--- config.mk ---
export PLATFORM = sky130hd
export DESIGN_NAME = serial_loader
export DESIGN_NICKNAME = d
export VERILOG_FILES = /design/src/rtl/register_pkg.sv /design/src/rtl/serial_loader.sv
export SDC_FILE = /design/constraint.sdc
export NUM_CORES = 1
export LEC_CHECK = 0
export ABC_AREA = 1
export BUFFER_PORTS_ARGS = -buffer_cell sky130_fd_sc_hd__buf_2
export CAP_MARGIN = 5
export CORE_MARGIN = 5
export CORE_UTILIZATION = 35
export CTS_CLUSTER_SIZE = 16
export DETAILED_ROUTE_END_ITERATION = 16
export GPL_TIMING_DRIVEN = 0
export PLACE_DENSITY = 0.59
export SYNTH_ARGS = -nofsm -noshare
export SYNTH_HDL_FRONTEND = slang
export SYNTH_SLANG_ARGS = --single-unit
export TNS_END_PERCENT = 10
--- constraint.sdc ---
create_clock -name clk -period 1.71 [get_ports clk]
set_input_delay 0.513 -clock clk [delete_from_list [all_inputs] [get_ports clk]]
set_output_delay 0.513 -clock clk [all_outputs]
set_load 0.1 [all_outputs]
--- src/rtl/register_pkg.sv ---
// Shared types and constants for the serial loader and the load register.
// Holds the receiver state encoding and the default data width.
package register_pkg;

  typedef enum logic [1:0] {
    IDLE,
    DATA,
    PARITY,
    STOP
  } rx_state_t;

  localparam int DEFAULT_WIDTH = 8;

endpackage

--- src/rtl/serial_loader.sv ---
// Deserializes start/data/parity/stop frames into a parallel word.
// Ports: clk, rst_ (async low), sdata/svalid in; data, enable,
// parity_err, frame_err, busy out (all registered).
module serial_loader
  import register_pkg::*;
#(
  parameter int WIDTH     = DEFAULT_WIDTH,
  parameter bit PARITY_EN = 1'b1
) (
  input  logic             clk,
  input  logic             rst_,
  input  logic             sdata,
  input  logic             svalid,
  output logic [WIDTH-1:0] data,
  output logic             enable,
  output logic             parity_err,
  output logic             frame_err,
  output logic             busy
);

  localparam int CW = (WIDTH > 1) ? $clog2(WIDTH) : 1;
  localparam logic [CW-1:0] LAST = CW'(WIDTH - 1);

  rx_state_t        state, state_n;
  logic [WIDTH-1:0] shift, shift_n;
  logic [CW-1:0]    cnt, cnt_n;
  logic             perr, perr_n;
  logic [WIDTH-1:0] data_n;
  logic             enable_n;
  logic             pe_n;
  logic             fe_n;
  logic             busy_n;

  always_ff @(posedge clk or negedge rst_) begin
    if (!rst_) begin
      state      <= IDLE;
      shift      <= '0;
      cnt        <= '0;
      perr       <= 1'b0;
      data       <= '0;
      enable     <= 1'b0;
      parity_err <= 1'b0;
      frame_err  <= 1'b0;
      busy       <= 1'b0;
    end else begin
      state      <= state_n;
      shift      <= shift_n;
      cnt        <= cnt_n;
      perr       <= perr_n;
      data       <= data_n;
      enable     <= enable_n;
      parity_err <= pe_n;
      frame_err  <= fe_n;
      busy       <= busy_n;
    end
  end

  always_comb begin
    state_n  = state;
    shift_n  = shift;
    cnt_n    = cnt;
    perr_n   = perr;
    data_n   = data;
    enable_n = 1'b0;
    pe_n     = 1'b0;
    fe_n     = 1'b0;
    if (svalid) begin
      unique case (state)
        IDLE: begin
          if (!sdata) begin
            state_n = DATA;
            cnt_n   = '0;
            perr_n  = 1'b0;
          end
        end
        DATA: begin
          // Right shift: after WIDTH bits, bit k sits at shift[k].
          shift_n = shift >> 1;
          shift_n[WIDTH-1] = sdata;
          cnt_n = cnt + CW'(1);
          if (cnt == LAST) begin
            cnt_n   = '0;
            state_n = PARITY_EN ? PARITY : STOP;
          end
        end
        PARITY: begin
          perr_n  = (^shift) ^ sdata;
          state_n = STOP;
        end
        STOP: begin
          // A zero stop bit is an error, never a new start.
          state_n = IDLE;
          if (!sdata) begin
            fe_n = 1'b1;
          end else if (perr) begin
            pe_n = 1'b1;
          end else begin
            enable_n = 1'b1;
            data_n   = shift;
          end
        end
        default: state_n = IDLE;
      endcase
    end
    busy_n = (state_n != IDLE);
  end

endmodule
Word-level counts from Yosys, hierarchy flattened
Cells that the tools add are included.
{ "totals": {"regBits": 26, "latch_bits": 0, "ram_bits": 0, "romBits": 0, "in_bits": 4, "output_inout_bits": 12, "wordCells": 46, "n_memories": 0} }
{ "classes": {"add_sub_neg": 1, "n_mul": 0, "div": 0, "magnitude_cmp": 0, "n_eq_ne": 5, "shifts": 0, "n_mux": 20, "bitwise": 2, "reduce_logical": 9} }
{ "op_table": {"columns": ["cell", "count"], "rows": [
  ["$mux W1", 12],
  ["$pmux W2 S4", 1],
  ["$reduce_xor A8 Y1", 1],
  ["$mux W2", 3],
  ["$mux W3", 2],
  ["$pmux W3 S2", 1],
  ["$reduce_and A3 Y1", 2],
  ["$reduce_bool A2 Y1", 3],
  ["$eq A2 B2 Y1 const B", 2],
  ["$reduce_and A4 Y1", 1],
  ["$add A3 B1 Y3 const B", 1],
  ["$eq A3 B3 Y1 const B", 1],
  ["$eq A2 B1 Y1 const B", 1],
  ["$logic_not A2 Y1", 1],
  ["$ne A2 B2 Y1 const B", 1],
  ["$pmux W1 S2", 1],
  ["$reduce_and A2 Y1", 1],
  ["$not A1 Y1", 1],
  ["$xor A1 B1 Y1", 1]
]} }

Logic depth before layout (Yosys ltp)
Gate-level depths: netlist of run 1.
{ "depth": {"ltp_word": 5, "mapped_depth": 9, "depth_no_buf": 9} }

Least setup slack after synthesis of run 1
Ideal clock, no wire load.
{ "synth_timing": {"path_kind": "flip-flop to output port", "start": "register data[0]", "end": "output port data[0]", "arrival_ps": 898, "t_required_ps": 1197, "path_slack_ps": 299, "path_stages_with_launch": 1, "n_path_buf": 0, "path_cell_list": "dfrtp_1"} }
{ "synth_lines": {"columns": ["item", "line_no", "text"], "rows": [
  ["start: declaration", "serial_loader.sv:14", "output logic [WIDTH-1:0] data,"],
  ["start signal: assignment", "serial_loader.sv:50", "data <= data_n;"]
]} }
No word-level cell between the ends.

Worst setup path in the final report of run 1
{ "layout_timing": {"start": "register data[2]", "end": "output port data[2]"} }
No word-level cell between the ends.

==> impl_results.md, run 1 <==
- Status: finished clean
- Clock Latency Late Sink: 320 ps
- Crit Path Max Fanout: 2
- Area grow syn2layout: 14.5%
- Crit-path leading delay family: buffers and inverters
- Setup TNS: 0 ps
- Critical-path top delay cell: buf_2
- Max stage delay on crit path: 430 ps
- Share of synthesized registers carrying an async set or reset: 1.00
- Detail Placement HPWL: 1.57 mm
- Post-Route WL: 2.15 mm
- Critical Path Sink Type: primary output
- Total GRT Usage: 0.108
- Most common library cells after synthesis: 33 x nand2_1, 26 x dfrtp_1, 15 x inv_1, 12 x nor2_1, 11 x o21ai_0
- Max-Cap Viols: 0
- Core ar.: ~3300 µm²
- Die Ht: 67.6 µm
- Synth Cell Area: 1160 µm²
- Layout cells sized above 1: 0.205
- Synth Register Bits: 26
- Tightest Pin Transition: 573 ps
- Final setup viols: 0
- Top Ports: 16
- Grt total ovfl: 0
- Diode count: 0
- Final Cycle Share: 0.957
- # rows: 21
- Routed WL per cell: 10.9 µm
- Area leader, netlist: dfrtp_1
- DRT iter0 DRCs: 40
- Top cells by area, synth: dfrtp_1 56%, nand2_1 11%, inv_1 4.8%, o21ai_0 4.7%, a21oi_1 3.9%
- Syn. warnings: 0
- Crit path DAT: ~1100 ps
- Hold_ws: 157 ps
- Maximum number of pins on one net before global-route repair: 27
- Max Fclk: 611 MHz
- Antenna violations before repair: 0
- Sequential fraction of the synthesis area: 0.560
- Setup CP Type: flip-flop to primary output
- CTS Sinks: 26
- CTS tree: done
- First-pass GRT wire length: 3.77 mm
- CP bufs+invs: 1
- GP Congestion: 0.743
- Main flop type after synthesis: dfrtp_1
- Most frequent cell after synthesis: nand2_1
- Yosys top cell area share: 0.560
- Final Max Slew Viols: 0
- Syn avg cell area: 8.80 µm²
- Post-cts hold buffer count: 0
- Root Driver: clkbuf_4
- CTS resizes: 0
- Die footprint: approximately 4600 µm²
- Post-CTS setup buffers: 0
- ANT nets after route: 0
- Vias in the first global route: ~860
- Starting Density: 0.354
- Vias: between 900 and 1000
- DRC: 0
- TritonCTS buffer count: 3
- Pre-antenna DRT Iters: 4
- Hold WC Path Type: input pin to async pin
- Max_slew headroom: 0.618
- Fillcell total: 350
- Nets: about 160
- Port bufs: 15
- Distinct cells, synth: 23
- DIE WIDTH: between 60 and 70 µm
- Data required, critical path: 1200 ps
- Clock tree buffer depth: 2
- Setup Skew: 10.1 ps
- CTS clk-pin slew, worst paths: 140 ps
- Post-Syn Nets: 138
- Gate Count Post-Synth: 132
- Via density per instance: 4.57
- Post-synth EDFFs: 0
- Startpoint types: flip-flop
- Fin crit period: 1640 ps
- Final hold violations: 0
- RSZ-0062 raised after global routing: no
- CTS H-tree depth: 1
- Worst-path cell chain: buf_2
-- state kept, by name, indices dropped and copies added, names as in the netlist, 2 cells and up --
name,flops
data,8
shift,8
cnt,3
state,2
-- cells in the final DEF, fill, tap and decap left out, types with 2 or more instances in the layout --
cell type	n
a21oi_1	9
o21ai_0	11
buf_2	16
nor2_1	12
inv_2	3
nand2_2	2
clkbuf_4	3
inv_1	15
ha_1	2
nand2_1	33
dfrtp_1	26
nand3_1	6
-- per-stage QoR --
step | worst slack [ps] | utilization | area, µm² | std cells
after floorplan | 299 | - | 1160 | 132
after global placement | 108 | 0.394 | 1290 | 193
after detailed placement | 89.3 | 0.394 | 1290 | 193
after CTS | 54.5 | 0.405 | 1330 | 197
after global routing | 16.2 | 0.405 | 1330 | 197
final | 74.0 | 0.405 | 1330 | 197
-- layout make-up --
type	count	area (µm²)	area share
well taps	46	57.6	0.0433
flip-flops and latches	26	651	0.489
multi-input cells	86	427	0.321
clock buffers	4	36.3	0.0273
plain buffers	2	16.3	0.0122
repair buffers	15	75.1	0.0564
inverters	18	67.6	0.0508
-- cell families (layout without fill, tap and decap cells) --
kind of cell,after synthesis,after routing,share of synthesized area
buffers and inverters,20,39,0.0722
DFF,26,26,0.560
adders and majority gates,2,2,0.0215
and+or+nand+nor,60,60,0.232
AOI/OAI and AO/OA,23,23,0.107
xor gates and xnor gates,1,1,0.00754
-- path summary, 6_finish.rpt --
path                          start  slack (ps)  cells after the start   endpoint
max reg2reg                state[0]         260                      6    data[5]
max                         data[2]          70                      1    data[2]
min in group clk              sdata         400                      2  frame_err
max in group asynchronous      rst_        1160                      1    data[0]
min reg2reg                 data[0]         540                      2    data[0]
min                            rst_         160                      1     cnt[2]
-- layer usage --
metal  vias to the layer above  global-route usage  routed length (µm)
met4                         0              0.0380                  28
met3                         4              0.0200                  67
met1                       433               0.134                1010
met5                         -                   0                   0
li1                        454                   -                   -
met2                        10               0.185                1040
Power of run 1 is not shown: default switching activity piles up to over one toggle a cycle in this logic, so the estimate is an artifact.
==> inputs of run 2 (changes only) <==
Settings changed: PLACE_DENSITY 0.59 to not set, PLACE_DENSITY_LB_ADDON set to 0.2.
==> run 2 against run 1 <==
Effect of this change:
- hold slack worse by 2.7 ps
- final area up 0.19%
- fmax down 1.3%
- critical path depth unchanged
- highest routed layer unchanged
- largest cell class unchanged
- critical endpoint is now data[3]
- utilization up 0.076 points
- first-iteration DRC count down 33%
- routed wire length up 2.8%
- register-to-register slack about the same
- non-clock buffer count unchanged
- via count down 3.1%
- cell count unchanged
- setup slack worse by 22 ps
==> impl_results.md, run 2 (same netlist as run 1, synthesis figures left out) <==
- Status: finished clean
- Crit Path Max Fanout: 2
- Pre-antenna DRT Iters: 4
- Top Ports: 16
- Final Cycle Share: 0.969
- Vias in the first global route: 857
- Final Cell Area: about 1300 µm²
- Via density per instance: 4.43
- Grt total ovfl: 0
- Reg-to-reg setup timing slack: about 260 ps
- Max Fclk: 603 MHz
- Routed WL per cell: 11.2 µm
- Root Driver: clkbuf_4
- GP Congestion: 0.767
- Core ar.: 3280 µm²
- Placed inst area: 1290 µm²
- Startpoint types: flip-flop
- Maximum number of pins on one net before global-route repair: 27
- Final Max Slew Viols: 0
- Worst Reg-to-Reg Cells: 6
- CTS clk-pin slew, worst paths: 140 ps
- Diode count: 0
- CTS H-tree depth: 1
- DIE WIDTH: 67.6 µm
- Antenna violations before repair: 0
- Most common cell after layout, fill and taps aside: nand2_1
- Clock Latency Late Sink: 330 ps
- Placed insts: about 190
- Max-Cap Viols: 0
- Final cell count without fillers: 197
- Final hold violations: 0
- CTS Sinks: 26
- TritonCTS buffer count: 3
- First-pass GRT wire length: ~4.0 mm
- Post-CTS setup buffers: 0
- RSZ-0062 raised after global routing: no
- Critical-path top delay cell: buf_2
- Final setup viols: 0
- Data required, critical path: approximately 1200 ps
- Commonest non-fill, non-tap cells in the layout: 33 x nand2_1, 26 x dfrtp_1, 15 x inv_1, 15 x buf_2, 12 x nor2_1
- Max_slew headroom: 0.616
- DRC: 0
- Clock tree buffer depth: 2
- Detail Placement HPWL: roughly 1.6 mm
- Area grow syn2layout: 14.8%
- Tightest Pin Transition: 576 ps
- Setup Skew: 2.51 ps
- Hold WC Path Type: input pin to async pin
- Regs by FF count: data x8, shift x8, cnt x3
- Die footprint: roughly 4600 µm²
- Port bufs: 15
- Vias: 873
- Crit path DAT: 1140 ps
- Crit-path leading delay family: buffers and inverters
- Starting Density: 0.354
- Max stage delay on crit path: 430 ps
- Nets: 158
- CP bufs+invs: 1
- R2r endpoint: data[2]
- Die Ht: 67.6 µm
- Setup TNS: 0 ps
- CTS tree: done
- Total GRT Usage: 0.117
- Worst-path cell chain: buf_2
- DRT iter0 DRCs: 27
- # rows: 21
- Post-Route WL: 2.21 mm
- Fin crit period: 1660 ps
- Critical Path Sink Type: primary output
- ANT nets after route: 0
- Setup CP Type: flip-flop to primary output
- Hold_ws: approximately 150 ps
- Reg2reg start: state[1]
- Layout cells sized above 1: 0.205
-- run 2: changes by cell type in the layout (fill, tap and decap cells not counted) --
| cell | delta |
|---|---|
| clkbuf_4 | +1 |
| buf_2 | -1 |
-- run 2: layer usage --
layer  vias up  GRT usage  part of all wire
li1        456          -                 -
met1       396      0.163              0.49
met2        16      0.165              0.43
met3         5     0.0316             0.054
met4         0     0.0608             0.027
met5         -          0                 0
-- run 2: worst max-delay path by stage --
stage / from / to / slack [ps] / cells past startpoint
final: data[3] / data[3] / 50 / 1
after global placement: svalid / data[3] / 80 / 7
after CTS: data[7] / data[7] / 40 / 1
after floorplan: data[0] / data[0] / 300 / 0
after global routing: data[1] / data[1] / 0.6 / 1
after detailed placement: svalid / data[2] / 60 / 7
-- run 2: what timing repair did --
item | CTS | global route
endpoints found under the setup margin | 0 | 1
hold buffers | 0 | 0
resized for setup | 0 | 1
-- run 2: cell type report --
type,count,area [µm²]
plain buffers,2,16.3
clock buffers,4,36.3
fillers,348,1950
inverters,18,67.6
multi-input cells,86,427
flip-flops and latches,26,651
well taps,46,57.6
repair buffers,15,77.6
-- run 2: stage by stage --
step	setup WS [ps]	utilization
final	52.4	0.406
after floorplan	299	-
after global routing	0.586	0.406
after global placement	75.7	0.394
after detailed placement	62.7	0.394
after CTS	40.6	0.405
Power of run 2 is left out for the same reason.
==> inputs of run 3 (changes only) <==
Settings changed: SETUP_SLACK_MARGIN set to 0.5.
==> run 3 against run 2 <==
Effect of this change:
- fmax grew 13%
- hold slack gained 5.6 ps
- sequential share of layout area shrank 5.4 points
- via count grew 2.7%
==> impl_results.md, run 3 (same netlist as run 1, synthesis figures left out) <==
- Clock Latency Late Sink: 320 ps
- Detail Placement HPWL: about 1.6 mm
- Final Cycle Share: 0.856
- Port bufs: 15
- Setup TNS: 0 ps
- Max-Cap Viols: 0
- Setup Skew: just over 8 ps
- # rows: 21
- Commonest non-fill, non-tap cells in the layout: 33 x nand2_1, 23 x dfrtp_1, 15 x inv_1
- Total GRT Usage: 0.110
- Post-cts hold buffer count: 0
- CTS tree: done
- Most common cell after layout, fill and taps aside: nand2_1
- Crit path DAT: 950 ps
- CP bufs+invs: 1
- ANT nets after route: 0
- Data required, critical path: 1200 ps
- DRT iter0 DRCs: 18
- DIE WIDTH: 67.6 µm
- Antenna violations before repair: 0
- Maximum number of pins on one net before global-route repair: 27
- Worst-path cell chain: buf_8
- Root Driver: clkbuf_4
- First-pass GRT wire length: 3.78 mm
- Pre-antenna DRT Iters: 4
- Via density per instance: between 4 and 5
- TritonCTS buffer count: 3
- Crit-path leading delay family: flip-flops
- Post-Route WL: 2.31 mm
- Area grow syn2layout: 29.7%
- Crit Path Max Fanout: 2
- Final Max Slew Viols: 0
- Clock tree buffer depth: 2
- DRC: 0
- Die footprint: 4570 µm²
- Nets: about 160
- Critical-path top delay cell: dfrtp_1
- Critical Path Sink Type: primary output
- Vias: 897
- Max_slew headroom: 0.619
- Setup CP Type: flip-flop to primary output
- Tightest Pin Transition: ~570 ps
- Top Ports: 16
- Vias in the first global route: 801
- Core ar.: 3280 µm²
- RSZ-0062 raised after global routing: yes
- Setup crit start: data[3]
- Final hold violations: 0
- Status: finished clean
- Die Ht: 67.6 µm
- GP Congestion: 0.776
- Routed WL per cell: 11.4 µm
- Starting Density: 0.354
- CTS clk-pin slew, worst paths: 140 ps
- Hold WC Path Type: input pin to async pin
- Max stage delay on crit path: 410 ps
- Grt total ovfl: 0
- Layout cells sized above 1: 0.263
- Reg2reg start: cnt[0]
- Startpoint types: flip-flop
- CTS H-tree depth: 1
- Fin crit period: 1460 ps
- Final setup viols: 0
- Diode count: 0
- Regs by FF count: data x8, shift x8, cnt x3
- Max Fclk: 683 MHz
- CTS Sinks: 26
run 3: cell types whose count changed in the layout (fill, tap and decap cells not counted), moves of 2 or more:
cell / previous run / this run
dfrtp_2: 0 / 3
buf_2: 15 / 4
a21oi_2: 0 / 2
buf_12: 0 / 3
buf_6: 1 / 5
a21oi_1: 9 / 7
dfrtp_1: 26 / 23
buf_8: 0 / 3
buf_4: 0 / 6
run 3: cell type report:
cell class / instances / area, µm²
Sequential cell: 26 / 654
Fill cell: 334 / 1780
Clock buffer: 4 / 36.3
Multi-Input combinational cell: 86 / 439
Tap cell: 46 / 57.6
Buffer: 2 / 20.0
Inverter: 18 / 67.6
Timing Repair Buffer: 20 / 231
run 3: path summary, 6_finish.rpt:
| check | to | slack [ps] | cells past startpoint |
|---|---|---|---|
| worst max-delay path | data[3] | 250 | 1 |
| worst min register to register | shift[4] | 550 | 2 |
| min in group clk | frame_err | 400 | 2 |
| worst max register to register | cnt[0] | 370 | 4 |
| worst min-delay path | data[4] | 160 | 1 |
| max in group asynchronous | state[1] | 1140 | 1 |
run 3: timing repair:
action / CTS / global route
pin swaps: 0 / 5
gates cloned: 0 / 1
setup endpoints to repair: 34 / 35
resized for setup: 26 / 9
endpoints found under the hold margin: 0 / 0
setup buffers: 0 / 4
run 3: per-layer routing:
metal  up-vias  track usage  share of wire
met1       412        0.161           0.50
met3         5       0.0200          0.030
li1        466            -              -
met5         -            0              0
met4         0       0.0456          0.013
met2        14        0.158           0.45
run 3: metrics by stage:
step                hold WS [ps]  instances  cell area [µm²]  setup WS (ps)   util
floorplan                    217        132             1160            299      -
global placement             505        193             1300           73.0  0.395
detailed placement           516        193             1300           66.9  0.395
CTS                          181        197             1420            237  0.432
global route                 201        202             1510            203  0.459
finish                       160        202             1510            246  0.459
Power of run 3 is left out for the same reason.
